$ cat config.mk
export PLATFORM = sky130hd
export DESIGN_NAME = cp0_unit
export DESIGN_NICKNAME = d
export VERILOG_FILES = /design/src/rtl/cp0_unit.sv
export SDC_FILE = /design/constraint.sdc
export NUM_CORES = 1
export LEC_CHECK = 0
export BUFFER_PORTS_ARGS = -buffer_cell sky130_fd_sc_hd__buf_2
export CAP_MARGIN = 10
export CORE_UTILIZATION = 44
export CTS_CLUSTER_DIAMETER = 80
export DETAILED_ROUTE_END_ITERATION = 16
export GPL_TIMING_DRIVEN = 0
export PLACE_DENSITY = 0.92
export SLEW_MARGIN = 15
export SYNTH_ARGS = -nofsm -noshare
export SYNTH_HDL_FRONTEND = slang
export SYNTH_SLANG_ARGS = --single-unit
$ cat constraint.sdc
create_clock -name clk -period 2.3 [get_ports clk]
set_input_delay 0.23 -clock clk [delete_from_list [all_inputs] [get_ports clk]]
set_output_delay 0.23 -clock clk [all_outputs]
set_load 0.1 [all_outputs]
$ cat src/rtl/cp0_unit.sv
`default_nettype none
// ============================================================================
// Module   : cp0_unit
// Purpose  : Coprocessor-0 register file and exception/interrupt controller.
//            Holds SR (12), Cause (13), EPC (14) and PRId (15), raises a
//            single-cycle combinational request that flushes the pipeline
//            and redirects fetch to the handler, serves mfc0/mtc0 and
//            clears EXL on eret.
// Ports    : clk, reset_n (sync, active-low)
//            A1 -> DOut        : mfc0 read port (combinational)
//            A2, DIn, WE       : mtc0 write port
//            EPC_in, BD_in,
//            ExcCode_in        : victim instruction information (E stage)
//            HWInt             : level-sensitive external interrupt lines
//            EXLClr            : eret committing this cycle
//            IntReq            : take exception/interrupt now
//            EPC_out           : EPC register, eret target
// Options  : define CP0_TIMER_EN to add Count (9) / Compare (11) and the
//            timer interrupt merged onto line 5.
// Revision : 1.0 - initial release
// ============================================================================
module cp0_unit #(
  parameter logic [31:0] PRID_VAL   = 32'h0000_2019,
  parameter logic [31:0] HANDLER_PC = 32'h0000_4180
) (
  input  logic        clk,
  input  logic        reset_n,
  input  logic [4:0]  A1,
  input  logic [4:0]  A2,
  input  logic [31:0] DIn,
  input  logic        WE,
  input  logic [31:0] EPC_in,
  input  logic        BD_in,
  input  logic [4:0]  ExcCode_in,
  input  logic [5:0]  HWInt,
  input  logic        EXLClr,
  output logic        IntReq,
  output logic [31:0] EPC_out,
  output logic [31:0] DOut
);

  localparam logic [4:0] c_reg_count   = 5'd9;
  localparam logic [4:0] c_reg_compare = 5'd11;
  localparam logic [4:0] c_reg_sr      = 5'd12;
  localparam logic [4:0] c_reg_cause   = 5'd13;
  localparam logic [4:0] c_reg_epc     = 5'd14;
  localparam logic [4:0] c_reg_prid    = 5'd15;

  // Architectural state
  logic [5:0]  r_sr_im;
  logic        r_sr_exl;
  logic        r_sr_ie;
  logic        r_cause_bd;
  logic [5:0]  r_cause_ip;
  logic [4:0]  r_cause_exc;
  logic [31:0] r_epc;

  logic [5:0]  w_int_lines;
  logic        w_int_pend;
  logic        w_exc_pend;
  logic        w_mtc0;
  logic        w_wr_sr;
  logic        w_wr_epc;
  logic [31:0] w_sr;
  logic [31:0] w_cause;

  // HANDLER_PC is documentation only and the low EPC_in bits are dropped by
  // word alignment; fold them into a deliberately unused net.
  logic        w_unused_ok;
  assign w_unused_ok = ^{HANDLER_PC, EPC_in[1:0]};

`ifdef CP0_TIMER_EN
  logic [31:0] r_count;
  logic [31:0] r_compare;
  logic        r_ti;
  logic        w_wr_count;
  logic        w_wr_compare;

  assign w_int_lines  = HWInt | {r_ti, 5'b0_0000};
  assign w_wr_count   = w_mtc0 && (A2 == c_reg_count);
  assign w_wr_compare = w_mtc0 && (A2 == c_reg_compare);

  always_ff @(posedge clk) begin
    if (!reset_n) begin
      r_count   <= 32'd0;
      r_compare <= 32'd0;
      r_ti      <= 1'b0;
    end else begin
      // An mtc0 to Count replaces this cycle's increment.
      if (w_wr_count) r_count <= DIn;
      else            r_count <= r_count + 32'd1;

      if (w_wr_compare) r_compare <= DIn;

      // Compare write acknowledges the timer; otherwise TI is sticky.
      if (w_wr_compare)
        r_ti <= 1'b0;
      else if ((r_count == r_compare) && (r_compare != 32'd0))
        r_ti <= 1'b1;
    end
  end
`else
  assign w_int_lines = HWInt;
`endif

  // Request generation: nothing is taken while EXL is set (no nesting).
  assign w_int_pend = (|(w_int_lines & r_sr_im)) & r_sr_ie & ~r_sr_exl;
  assign w_exc_pend = (ExcCode_in != 5'd0) & ~r_sr_exl;
  assign IntReq     = w_int_pend | w_exc_pend;

  // A taken request discards the mtc0 in the same cycle entirely.
  assign w_mtc0   = WE & ~IntReq;
  assign w_wr_sr  = w_mtc0 && (A2 == c_reg_sr);
  assign w_wr_epc = w_mtc0 && (A2 == c_reg_epc);

  always_ff @(posedge clk) begin
    if (!reset_n) begin
      r_sr_im     <= 6'd0;
      r_sr_exl    <= 1'b0;
      r_sr_ie     <= 1'b0;
      r_cause_bd  <= 1'b0;
      r_cause_ip  <= 6'd0;
      r_cause_exc <= 5'd0;
      r_epc       <= 32'd0;
    end else begin
      r_cause_ip <= w_int_lines;
      if (IntReq) begin
        r_sr_exl    <= 1'b1;
        r_epc       <= {EPC_in[31:2], 2'b00};
        r_cause_bd  <= BD_in;
        // Interrupt takes priority over a synchronous exception.
        r_cause_exc <= w_int_pend ? 5'd0 : ExcCode_in;
      end else begin
        if (w_wr_sr) begin
          r_sr_im  <= DIn[15:10];
          r_sr_exl <= DIn[1];
          r_sr_ie  <= DIn[0];
        end
        if (w_wr_epc) r_epc <= DIn;
        // eret clear overrides an mtc0 value written to EXL this cycle.
        if (EXLClr) r_sr_exl <= 1'b0;
      end
    end
  end

  assign w_sr    = {16'd0, r_sr_im, 8'd0, r_sr_exl, r_sr_ie};
  assign w_cause = {r_cause_bd, 15'd0, r_cause_ip, 3'd0, r_cause_exc, 2'b00};
  assign EPC_out = r_epc;

  // Read data reflects state before the edge; no write bypass.
  always_comb begin
    DOut = 32'd0;
    case (A1)
`ifdef CP0_TIMER_EN
      c_reg_count:   DOut = r_count;
      c_reg_compare: DOut = r_compare;
`endif
      c_reg_sr:      DOut = w_sr;
      c_reg_cause:   DOut = w_cause;
      c_reg_epc:     DOut = r_epc;
      c_reg_prid:    DOut = PRID_VAL;
      default:       DOut = 32'd0;
    endcase
  end

endmodule
`default_nettype wire

**Word level (Yosys, flattened, before mapping)**

Cells that the tools add are included.

- Register bits after elaboration: 52
- Bits of input ports: 90

- Bitwise gates (word level): 9
- Multiplexer cells: 7
- Equality and inequality tests: 6
- Reduce and logical (&&, ||, !) cells: 8

Operators with widths:

| operator | count |
|---|---|
| one-hot mux 32 bit (4 select lines) | 1 |
| 2-to-1 mux 32 bit | 2 |
| equality test 5 x 4 -> 1 bit (second input constant) | 6 |
| AND 6 bit | 1 |
| OR reduction 6 bit | 1 |
| 2-to-1 mux 5 bit | 1 |
| nonzero test 5 bit | 1 |
| AND 1 bit | 4 |
| 2-to-1 mux 1 bit | 3 |
| inverter 1 bit | 3 |
| nonzero test 3 bit | 1 |
| logical AND 1 bit | 2 |
| AND reduction 2 bit | 1 |
| nonzero test 2 bit | 1 |
| OR reduction 2 bit | 1 |
| OR 1 bit | 1 |

**Depth between registers and ports, before layout**

- Depth after elaboration: 11
- Depth in mapped cells: 6

**Worst setup path after synthesis**

No wires, ideal clock.

- Path type: register to output
- Start point: reg r_epc[1], in the netlist EPC_out[1]
- End point: out DOut[1]
- Cell stages (with the launch flop): 3
- Data arrival time: 3.174 ns
- Data required time: 2.070 ns
- Slack: -1.104 ns
- Path through: dfxtp_1 > mux2i_1 > nor3_1

- Word-level cells in the longest chain between the ends: 1

RTL lines:

| element | RTL line | RTL |
|---|---|---|
| from (decl) | 56 | `logic [31:0] r_epc;` |
| from (signal assigned) | 129 | `r_epc <= {EPC_in[31:2], 2'b00};` |
| from (signal assigned) | 139 | `if (w_wr_epc) r_epc <= DIn;` |
| one-hot mux 32 bit (4 select lines) | 153 | `case (A1)` |
| to (decl) | 39 | `output logic [31:0] DOut` |

No other way between the ends.

**Worst setup path in the final report**

- Start point: reg r_sr_im[4]
- End point: out IntReq

- Word-level cells in the longest chain between the ends: 5

RTL lines:

| element | RTL line | RTL |
|---|---|---|
| from (decl) | 50 | `logic [5:0] r_sr_im;` |
| from (signal assigned) | 135 | `r_sr_im <= DIn[15:10];` |
| AND 6 bit | 107 | `assign w_int_pend = (\|(w_int_lines & r_sr_im)) & r_sr_ie & ~r_sr_exl;` |
| OR reduction 6 bit | 107 |  |
| AND 1 bit (2 in series) | 107 |  |
| OR 1 bit | 109 | `assign IntReq = w_int_pend \| w_exc_pend;` |
| to (decl) | 37 | `output logic IntReq,` |

No other way between the ends.

==> flow_summary.toml <==
[critical_path]
r2r_start = "r_sr_im[0]$_SDFFE_PN0P_"
cp-start-kind = "flop"
reg2reg_to = "EPC_out[26]$_SDFFE_PN0P_"
crit_arrival_ns = 1.99
critPathKind = "flop to primary output"
worst_path_max_delay_cell = "a311oi_2"
cp.required_ns = 2.07
end_kind = "primary output"
rr_worst_depth = 5
crit_chain = "a22oi_1 > a311oi_2 > nor2_2 > buf_4 > inv_1 > buf_4"
path_common_cell = "buf_4"
regToRegSetupSlack_ns = 0.34
slowest_delay_ns = 0.49
path_max_fanout = 10

[sta]
slew_headroom = 0.466
period_minus_slack_ns = 2.22
worst_pin_slew_ns = 0.801
clock-skew-final_ns = 0.00453
max_freq_ghz = 0.450
fin_ws_ns = 0.0759
holdWs_ns = 0.147
fin_crit_sh = 0.967
setup-violations-final = 0
hold_viol_final = 0
slew_viol_final = 0

[clocking]
cts_made_buffers = 5
cts_tree = "built"
postCtsSetupRepairBufs = 0
h-tree-depth = 2
clkTransAtPathRegs_ns = 0.09
cts-root-buf = "clkbuf_8"
clkLatencyLatePin_ns = 0.30
cts_sinks = 52
cts_buffer_depth = 2

[min_path]
hold-path-cell-count = 2
min_path_type = "primary input to flop"
hp-start = "HWInt[2]"
worstHoldEndpoint = "r_cause_ip[2]$_SDFF_PN0_"

[global_route]
grt-ovfl-total = 0
grt_pass1_wl_microns = 12100
grt_pass1_vias = 2570
grt_max_degree = 19
antenna_found_initial = 0
grtUsageTotal = 0.248

[detailed_routing]
drt-pass1-iter-count = 4
wirelength_microns = 8160
drc = 0
final_antenna_net_count = 0
vias = 2844
drt_iter0_markers = 112
post_drt_via_cell_ratio = 5.38
post_drt_wl_per_cell_microns = 15.4

[synth]
avgSynthCellArea_sq_um = 8.81
synthTopCellsByArea = "dfxtp_1 (39%), mux2i_1 (19%), a211oi_1 (8.8%)"
synth.top_cell.area_share = 0.394
ys_ff_latch = 52
yosys.area.top_type = "dfxtp_1"
ys.flop_type = "dfxtp_1"
async_flop_share = 0
synth.distinct_cells = 30
ys_warn_count = 0
syn_nets = 390
synth.yosys.seq_area_share = 0.394
syn_area_sq_um = 2640
netlist_instances = 300
synth-edff-count = 0

[finish]
utilization = 0.648
diodes = 0
num-nets-final = 547
final_common_cell = "buf_2"
fin_area_sq_um = 3660
final.fill_count = 498
syn2layout_area_growth_pct = 38.3
final_cell_mix = "buf_2 (155), dfxtp_1 (52), mux2i_1 (50)"
drive_gt1_frac = 0.400

[placed_design]
post-dp-hpwl_microns = 6300
preCtsSetupSlack_ns = -0.328
portBuffers = 151
placed_area_sq_um = 3560
gp_congestion = 0.864

[pwr]
powerDensity_nw_per_um2 = 628
p_leak_nw = 1.89
vdd_drop_max_v = 0.000439

[floorplan]
coreArea_sq_um = 5640
pin_count = 155
start_util = 0.469
fp.dieW_microns = 79.5
dieArea_sq_um = 6320
die_h_microns = 79.5
rows = 27

[outcome]
status = "finished clean"

[run]
drv_cap = 0
-- what timing repair did --
item / 4_1_cts / 5_1_grt
endpoints found under the setup margin: 11 / 1
hold buffers: 0 / 0
resized for setup: 5 / 1
-- cells in the mapped netlist (all sizes together), types with 2 or more instances --
master,number
buf,11
nand2,18
inv,3
nor2,24
and2,24
clkbuf,13
nand3,2
nor3,3
a211oi,31
a21oi,40
o21ai,4
a22oi,7
o21bai,2
nor2b,5
dfxtp,52
mux2i,50
-- power breakdown --
group | switching [mW] | internal [mW] | total [mW]
Combinational | 0.600 | 0.189 | 0.789
Clock | 0.289 | 0.208 | 0.497
Sequential | 0.0466 | 0.964 | 1.01
Total | 0.935 | 1.36 | 2.30
-- flip-flops by register name, summed over array words and instances, names as in the netlist --
register     cells
r_cause_ip       6
r_cause_bd       1
r_sr_exl         1
r_sr_im          6
r_sr_ie          1
r_cause_exc      5
EPC_out         32
-- cell families after synthesis --
kind of cell,after synthesis,synth area share
buffers and inverters,27,0.0440
AND/OR/NAND/NOR,83,0.162
flip-flops,52,0.394
multiplexers,50,0.189
AO/OA/AOI/OAI,88,0.211
-- per-stage QoR --
stage	instances	total power [mW]	setup TNS (ns)
floorplan	300	1.62	-0.277
global placement	523	1.80	-3.52
detailed placement	523	1.81	-3.29
CTS	529	2.30	0
global route	529	2.38	-0.00912
finish	529	2.30	0
-- worst max-delay path: cells and delay by family (launching register included) --
| kind | cells | cell delay, ns |
|---|---|---|
| AO/OA/AOI/OAI | 2 | 0.64 |
| buffers and inverters | 3 | 0.56 |
| flip-flops | 1 | 0.38 |
| AND/OR/NAND/NOR | 1 | 0.12 |
-- final cells by class --
type	instances	area, sq um	share of cell area
Clock buffer	6	72.6	0.0198
Multi-Input combinational cell	221	1580	0.431
Buffer	23	104	0.0284
Timing Repair Buffer	151	758	0.207
Sequential cell	52	1040	0.285
Clock inverter	1	5.00	0.00137
Inverter	3	11.3	0.00308
Tap cell	72	90.1	0.0246
-- worst max path at each step --
stage / start / end / slack, ns / cells past startpoint
6_report: r_sr_im[4]$_SDFFE_PN0P_ / IntReq / 0.08 / 6
2_1_floorplan: EPC_out[1]$_SDFFE_PP0N_ / DOut[1] / -0.28 / 2
5_1_grt: r_sr_im[0]$_SDFFE_PN0P_ / IntReq / -0.009 / 6
4_1_cts: ExcCode_in[0] / IntReq / 0.04 / 8
3_5_place_dp: A1[4] / DOut[21] / -0.33 / 6
3_3_place_gp: A1[4] / DOut[30] / -0.35 / 6
-- layer usage --
| layer | up-vias | GRT usage | wire (microns) |
|---|---|---|---|
| li1 | 1388 | - | - |
| met1 | 1324 | 0.297 | 3440 |
| met2 | 116 | 0.432 | 4030 |
| met3 | 16 | 0.0434 | 497 |
| met4 | 0 | 0.104 | 191 |
| met5 | - | 0 | 0 |
Note: power is estimated with default switching activity, not from simulation.
